===== src/rtl/dbio_mailbox.sv =====
// Dbio target holding a shared 64-bit mailbox with auto-increment burst access,
// a local CPU port with collision reporting, and the debug attention request.
module dbio_mailbox #(
  parameter int          CWordCnt  = 16,
  parameter int          CIdxBits  = 4,
  parameter logic [11:0] CAddrBase = 12'h100
) (
  input  logic                AClkH,
  input  logic                AResetH,
  input  logic                AClkHEn,
  input  logic [11:0]         ADbioAddr,
  input  logic [63:0]         ADbioMosi,
  input  logic [3:0]          ADbioMosiIdx,
  input  logic [3:0]          ADbioMisoIdx,
  input  logic                ADbioMosi1st,
  input  logic                ADbioMiso1st,
  input  logic                ADbioDataLenNZ,
  output logic [63:0]         ADbioMiso,
  output logic                ADbioIdxReset,
  input  logic [CIdxBits-1:0] ALocIdx,
  input  logic [63:0]         ALocWrData,
  input  logic                ALocWrEn,
  output logic [63:0]         ALocRdData,
  output logic                ALocWrColl,
  output logic                ADbgAttReq,
  output logic [1:0]          dbg_state
);

  localparam logic [1:0] ST_IDLE = 2'd0;
  localparam logic [1:0] ST_WR   = 2'd1;
  localparam logic [1:0] ST_RD   = 2'd2;

  localparam logic [CIdxBits-1:0] LAST_IDX = CIdxBits'(CWordCnt - 1);

  logic [63:0]         mem [CWordCnt];
  logic [1:0]          state;
  logic [1:0]          state_nxt;
  logic [CIdxBits-1:0] ptr;
  logic                hit;
  logic [3:0]          mosi_idx_prev;

  logic                win_hit;
  logic                hit_eff;
  logic                byte_arrive;
  logic                start;
  logic                rd_start;
  logic                wr_full;
  logic                wr_part;
  logic                rd_reload;
  logic                dbio_we;
  logic                loc_coll;
  logic                att_set;
  logic                att_clr;
  logic [CIdxBits-1:0] addr_idx;

  assign addr_idx    = ADbioAddr[CIdxBits-1:0];
  assign win_hit     = (ADbioAddr[11:CIdxBits] == CAddrBase[11:CIdxBits]);
  assign byte_arrive = (ADbioMosiIdx != mosi_idx_prev);
  assign start       = ADbioMosi1st | ADbioMiso1st;
  assign rd_start    = ADbioMiso1st & ~ADbioMosi1st;

  // Burst actions only apply in the established state, never on a restart cycle.
  assign wr_full   = (state == ST_WR) && !start && (ADbioMosiIdx == 4'd8);
  assign wr_part   = (state == ST_WR) && !start && byte_arrive && !ADbioDataLenNZ &&
                     (ADbioMosiIdx != 4'd0) && (ADbioMosiIdx < 4'd8);
  assign rd_reload = (state == ST_RD) && !start && (ADbioMisoIdx == 4'd8) && ADbioDataLenNZ;

  // IdxReset tells the bridge to clear its byte index and resample ADbioMiso in the same cycle.
  assign ADbioIdxReset = !AResetH && AClkHEn && (wr_full || rd_reload);

  assign dbio_we  = hit && (wr_full || wr_part);
  assign loc_coll = ALocWrEn && dbio_we && (ALocIdx == ptr);
  assign att_set  = ALocWrEn && (ALocIdx == LAST_IDX);
  assign att_clr  = (rd_start && win_hit && (addr_idx == LAST_IDX)) ||
                    (rd_reload && hit && (ptr == LAST_IDX));

  assign hit_eff    = ADbioMiso1st ? win_hit : hit;
  assign ADbioMiso  = !hit_eff ? 64'd0 : (ADbioMiso1st ? mem[addr_idx] : mem[ptr]);
  assign ALocRdData = mem[ALocIdx];
  assign dbg_state  = state;

  always_comb begin
    state_nxt = state;
    if (ADbioMosi1st) begin
      state_nxt = ADbioDataLenNZ ? ST_WR : ST_IDLE;
    end else if (ADbioMiso1st) begin
      state_nxt = ST_RD;
    end else begin
      case (state)
        ST_WR:   if (!ADbioDataLenNZ && byte_arrive) state_nxt = ST_IDLE;
        ST_RD:   if (!ADbioDataLenNZ) state_nxt = ST_IDLE;
        default: state_nxt = state;
      endcase
    end
  end

  always_ff @(posedge AClkH) begin
    if (AResetH) begin
      state         <= ST_IDLE;
      ptr           <= '0;
      hit           <= 1'b0;
      mosi_idx_prev <= 4'd0;
      ALocWrColl    <= 1'b0;
      ADbgAttReq    <= 1'b0;
      for (int i = 0; i < CWordCnt; i++) mem[i] <= 64'd0;
    end else if (AClkHEn) begin
      state         <= state_nxt;
      mosi_idx_prev <= ADbioMosiIdx;
      ALocWrColl    <= loc_coll;

      if (start) hit <= win_hit;

      if (ADbioMosi1st)               ptr <= addr_idx;
      else if (ADbioMiso1st)          ptr <= addr_idx + CIdxBits'(1);
      else if (wr_full || rd_reload)  ptr <= ptr + CIdxBits'(1);

      if (att_set)      ADbgAttReq <= 1'b1;
      else if (att_clr) ADbgAttReq <= 1'b0;

      // A local write to the word being committed by Dbio is dropped.
      if (ALocWrEn && !loc_coll) mem[ALocIdx] <= ALocWrData;
      if (dbio_we) begin
        for (int k = 0; k < 8; k++) begin
          if (wr_full || (4'(k) < ADbioMosiIdx)) mem[ptr][8*k +: 8] <= ADbioMosi[8*k +: 8];
        end
      end
    end
  end

endmodule


===== config.mk =====
export PLATFORM = sky130hd
export DESIGN_NAME = dbio_mailbox
export DESIGN_NICKNAME = d
export VERILOG_FILES = /design/src/rtl/dbio_mailbox.sv
export SDC_FILE = /design/constraint.sdc
export NUM_CORES = 2
export LEC_CHECK = 0
export CAP_MARGIN = 10
export CORE_MARGIN = 1.5
export CORE_UTILIZATION = 40
export CTS_CLUSTER_DIAMETER = 100
export DETAILED_ROUTE_END_ITERATION = 10
export PLACE_DENSITY = 0.64
export SLEW_MARGIN = 15
export SYNTH_ARGS = -nofsm -noshare
export SYNTH_HDL_FRONTEND = slang
export SYNTH_SLANG_ARGS = --single-unit

===== constraint.sdc =====
create_clock -name AClkH -period 3.6 [get_ports AClkH]
set_clock_uncertainty 0.1 [all_clocks]
set_input_delay 0.72 -clock AClkH [delete_from_list [all_inputs] [get_ports AClkH]]
set_output_delay 0.72 -clock AClkH [all_outputs]
set_load 0.005 [all_outputs]

==> run summary <==
Compound-Gate Fraction of Synth Area - 15.2%
CTS Sinks - 1041
post-route ant nets - 0
Post-Syn Area per Cell - 14.3 sq um
share of cells above drive strength 1 - 42.3%
fmax - 258 MHz
RD Place Congestion - 0.932
max-slew violations - 0
Final Hold Fails - 0
most common cell in the synthesized netlist - edfxtp_1
CTS H-tree lvls - 3
Final #Nets - 5591
GR peak layer - met2
full die area - 0.176 sq mm
adder-cell share of the synthesized area - 0.0541%
largest net degree at the start of global routing - 142
mux cell area share after synthesis - 31.1%
Starting Density - 40.4%
CP Max Fanout - 6
placed instance area - 0.0814 sq mm
post-synthesis sequential area ratio - 44.8%
peak supply drop - 0.396 mV
Async SR Flop Fraction - 0%
Top FF cell, synth - edfxtp_1
Worst Slack Setup Final - -0.281 ns
Hold Path Stages - 2
nature of the critical path startpoint - flop
max cap viols - 0
met3 Use GR - 9.08%
Post-synth top cells - 1024 x edfxtp_1, 832 x mux4_2, 468 x o22ai_1, 403 x clkbuf_1, 235 x a32o_1
Yosys reg bits - 1041
clock root cell - clkbuf_16
failing checks - setup timing
CTS Buf Count - 115
first-pass GRT wire length - 417000 um
number of enable flip-flop cells after synthesis - 1024
CTS tree - done
Synth Area in XOR/XNOR - 0.123%
final instance area - 0.0881 sq mm
unrepaired setup endpoints after global routing - true
per-cell routed wire length - 37.9 um
syn nets - 5007
routed via count - 57500
crit path kind - reg -> out
power per cell area - 386 mW/mm^2
met1 Usage GRT - 41.4%
CTS Buffer Depth - 3
Finished Core Util - 51.2%
post-synthesis cell area - 0.0694 sq mm
min Tclk post-route - 3.88 ns
relative slew slack - 25.7%
GR Overflow Total - 0
Avg Vias per Cell - 7.32
Final HPWL DP - 196000 um
largest cells by area after synthesis - edfxtp_1 44%, mux4_2 27%, o22ai_1 4.2%
vias in the first global route - 56900
core outline area - 0.172 sq mm
simple-gate share of the synthesized area - 4.51%
post-synth top area cell - edfxtp_1
crit share post-route - 108%
R2R cell count - 8
Ys Warns - 0
Yosys top cell area share - 44.3%
CP arrival - 3.06 ns
P_leak - 29.3 nW
IO Port Bufs - 291
Core Rows - 152
clk slew on worst S/H paths - 0.06 ns
Skew-Pair Late Insertion Delay - 0.81 ns
final wirelength - 297000 um
io pins - 292
Area Growth Syn to Fin - 26.9%
setup TNS - -11.61 ns
gr usage total - 33.2%
endpoint type of the worst setup path - output pin
Syn Inst Count - 4845
drt drc - 0
Tightest Pin Transition - 1.11 ns
M2 GR Usage - 50.3%
Die Wd - 419 um
Distinct cells, synth - 74
Initial DRC Count - 8911
Die Y - 419 um
outcome - complete, but fails checks
initial antenna violation count - 19
Hold Path Class - reg -> reg
DRT Pass-1 Iters - 6
Req. time, crit path - 2.78 ns
largest family of logic cells by synthesized area - multiplexers
setup violators final - 64
[placed cells by master (no fill, tap or decap), types with 88 or more instances in the layout]
master / instances
buf_4: 534
buf_12: 268
nor2_1: 160
o22ai_1: 416
mux2i_1: 121
a32o_1: 235
a2bb2o_1: 88
clkbuf_16: 119
a21oi_1: 98
mux4_2: 832
nand2_1: 214
edfxtp_1: 1024
mux2_2: 100
a22o_1: 226
clkdlybuf4s50_1: 158
[area by class of cell]
type | instances | area (sq um)
antenna | 12 | 30.0
sequential | 1041 | 31100
fill | 14200 | 83900
multi-input combinational | 3094 | 36600
clock inverter | 75 | 827
timing repair buffer | 1169 | 13500
tap | 2310 | 2890
inverter | 8 | 30.0
clock buffer | 142 | 3040
[layer usage]
layer / part of all wire (%) / vias to the layer above
met5: 0.032 / -
met4: 8.1 / 12
met2: 45 / 5236
li1: - / 22100
met1: 33 / 29000
met3: 14 / 1152
[through the flow]
stage                     instances  power, W  hold slack (ns)  worst slack (ns)
final                          7851    0.0340            0.390            -0.281
after floorplan                4845    0.0182            0.362             0.158
after global routing           7849    0.0346            0.418            -0.303
after global placement         7505    0.0209            0.369            -0.502
after CTS                      7825    0.0337            0.388            -0.275
after detailed placement       7505    0.0210            0.376            -0.509
[where the power goes]
part           internal, W  switching (W)
Sequential          0.0140       0.000530
Combinational      0.00360        0.00342
Clock              0.00703        0.00541
Total               0.0246        0.00937
[worst max-delay path, cell delays in order, from the launching register on]
cell     delay (ns)
dfxtp_4        0.38
buf_12         0.16
buf_16         0.16
buf_16         0.15
buf_12         0.14
mux4_2         0.50
mux2i_1        0.15
buf_4          0.15
nor2_4         0.03
a21oi_2        0.14
o22ai_2        0.10
buf_2          0.16
[state kept, by name, summed over array words and instances (netlist names), named ones only]
signal and flops:
ADbgAttReq 1, mosi_idx_prev 4, ptr 4, mem 1024, ALocWrColl 1, dbg_state 2
hit 1
[final timing paths]
check                             from                       to  slack (ns)
min            ADbgAttReq$_SDFFE_PP0P_  ADbgAttReq$_SDFFE_PP0P_        0.39
min reg2reg    ADbgAttReq$_SDFFE_PP0P_  ADbgAttReq$_SDFFE_PP0P_        0.39
max reg2reg  dbg_state[0]$_SDFFE_PP0P_     mem[4][35]$_DFFE_PP_        0.15
max                               flop            ADbioMiso[41]       -0.28
[cell families (layout without fill, tap and decap cells)]
kind of cell,count (synthesis),count (layout)
compound gates,1374,1374
xor+xnor,8,8
fa+ha+maj,3,3
buf+inv,710,1394
flops,1041,1041
mux,1100,1100
other cells,0,12
simple gates,609,609
[repair_timing]
item,4_1_cts,5_1_grt
setup buffers,79,30
gates cloned,28,1
hold buffers,0,0
resized for setup,545,79
setup endpoints to repair,126,72
pin swaps,75,50
No activity file was read; power rests on OpenSTA's default activity.
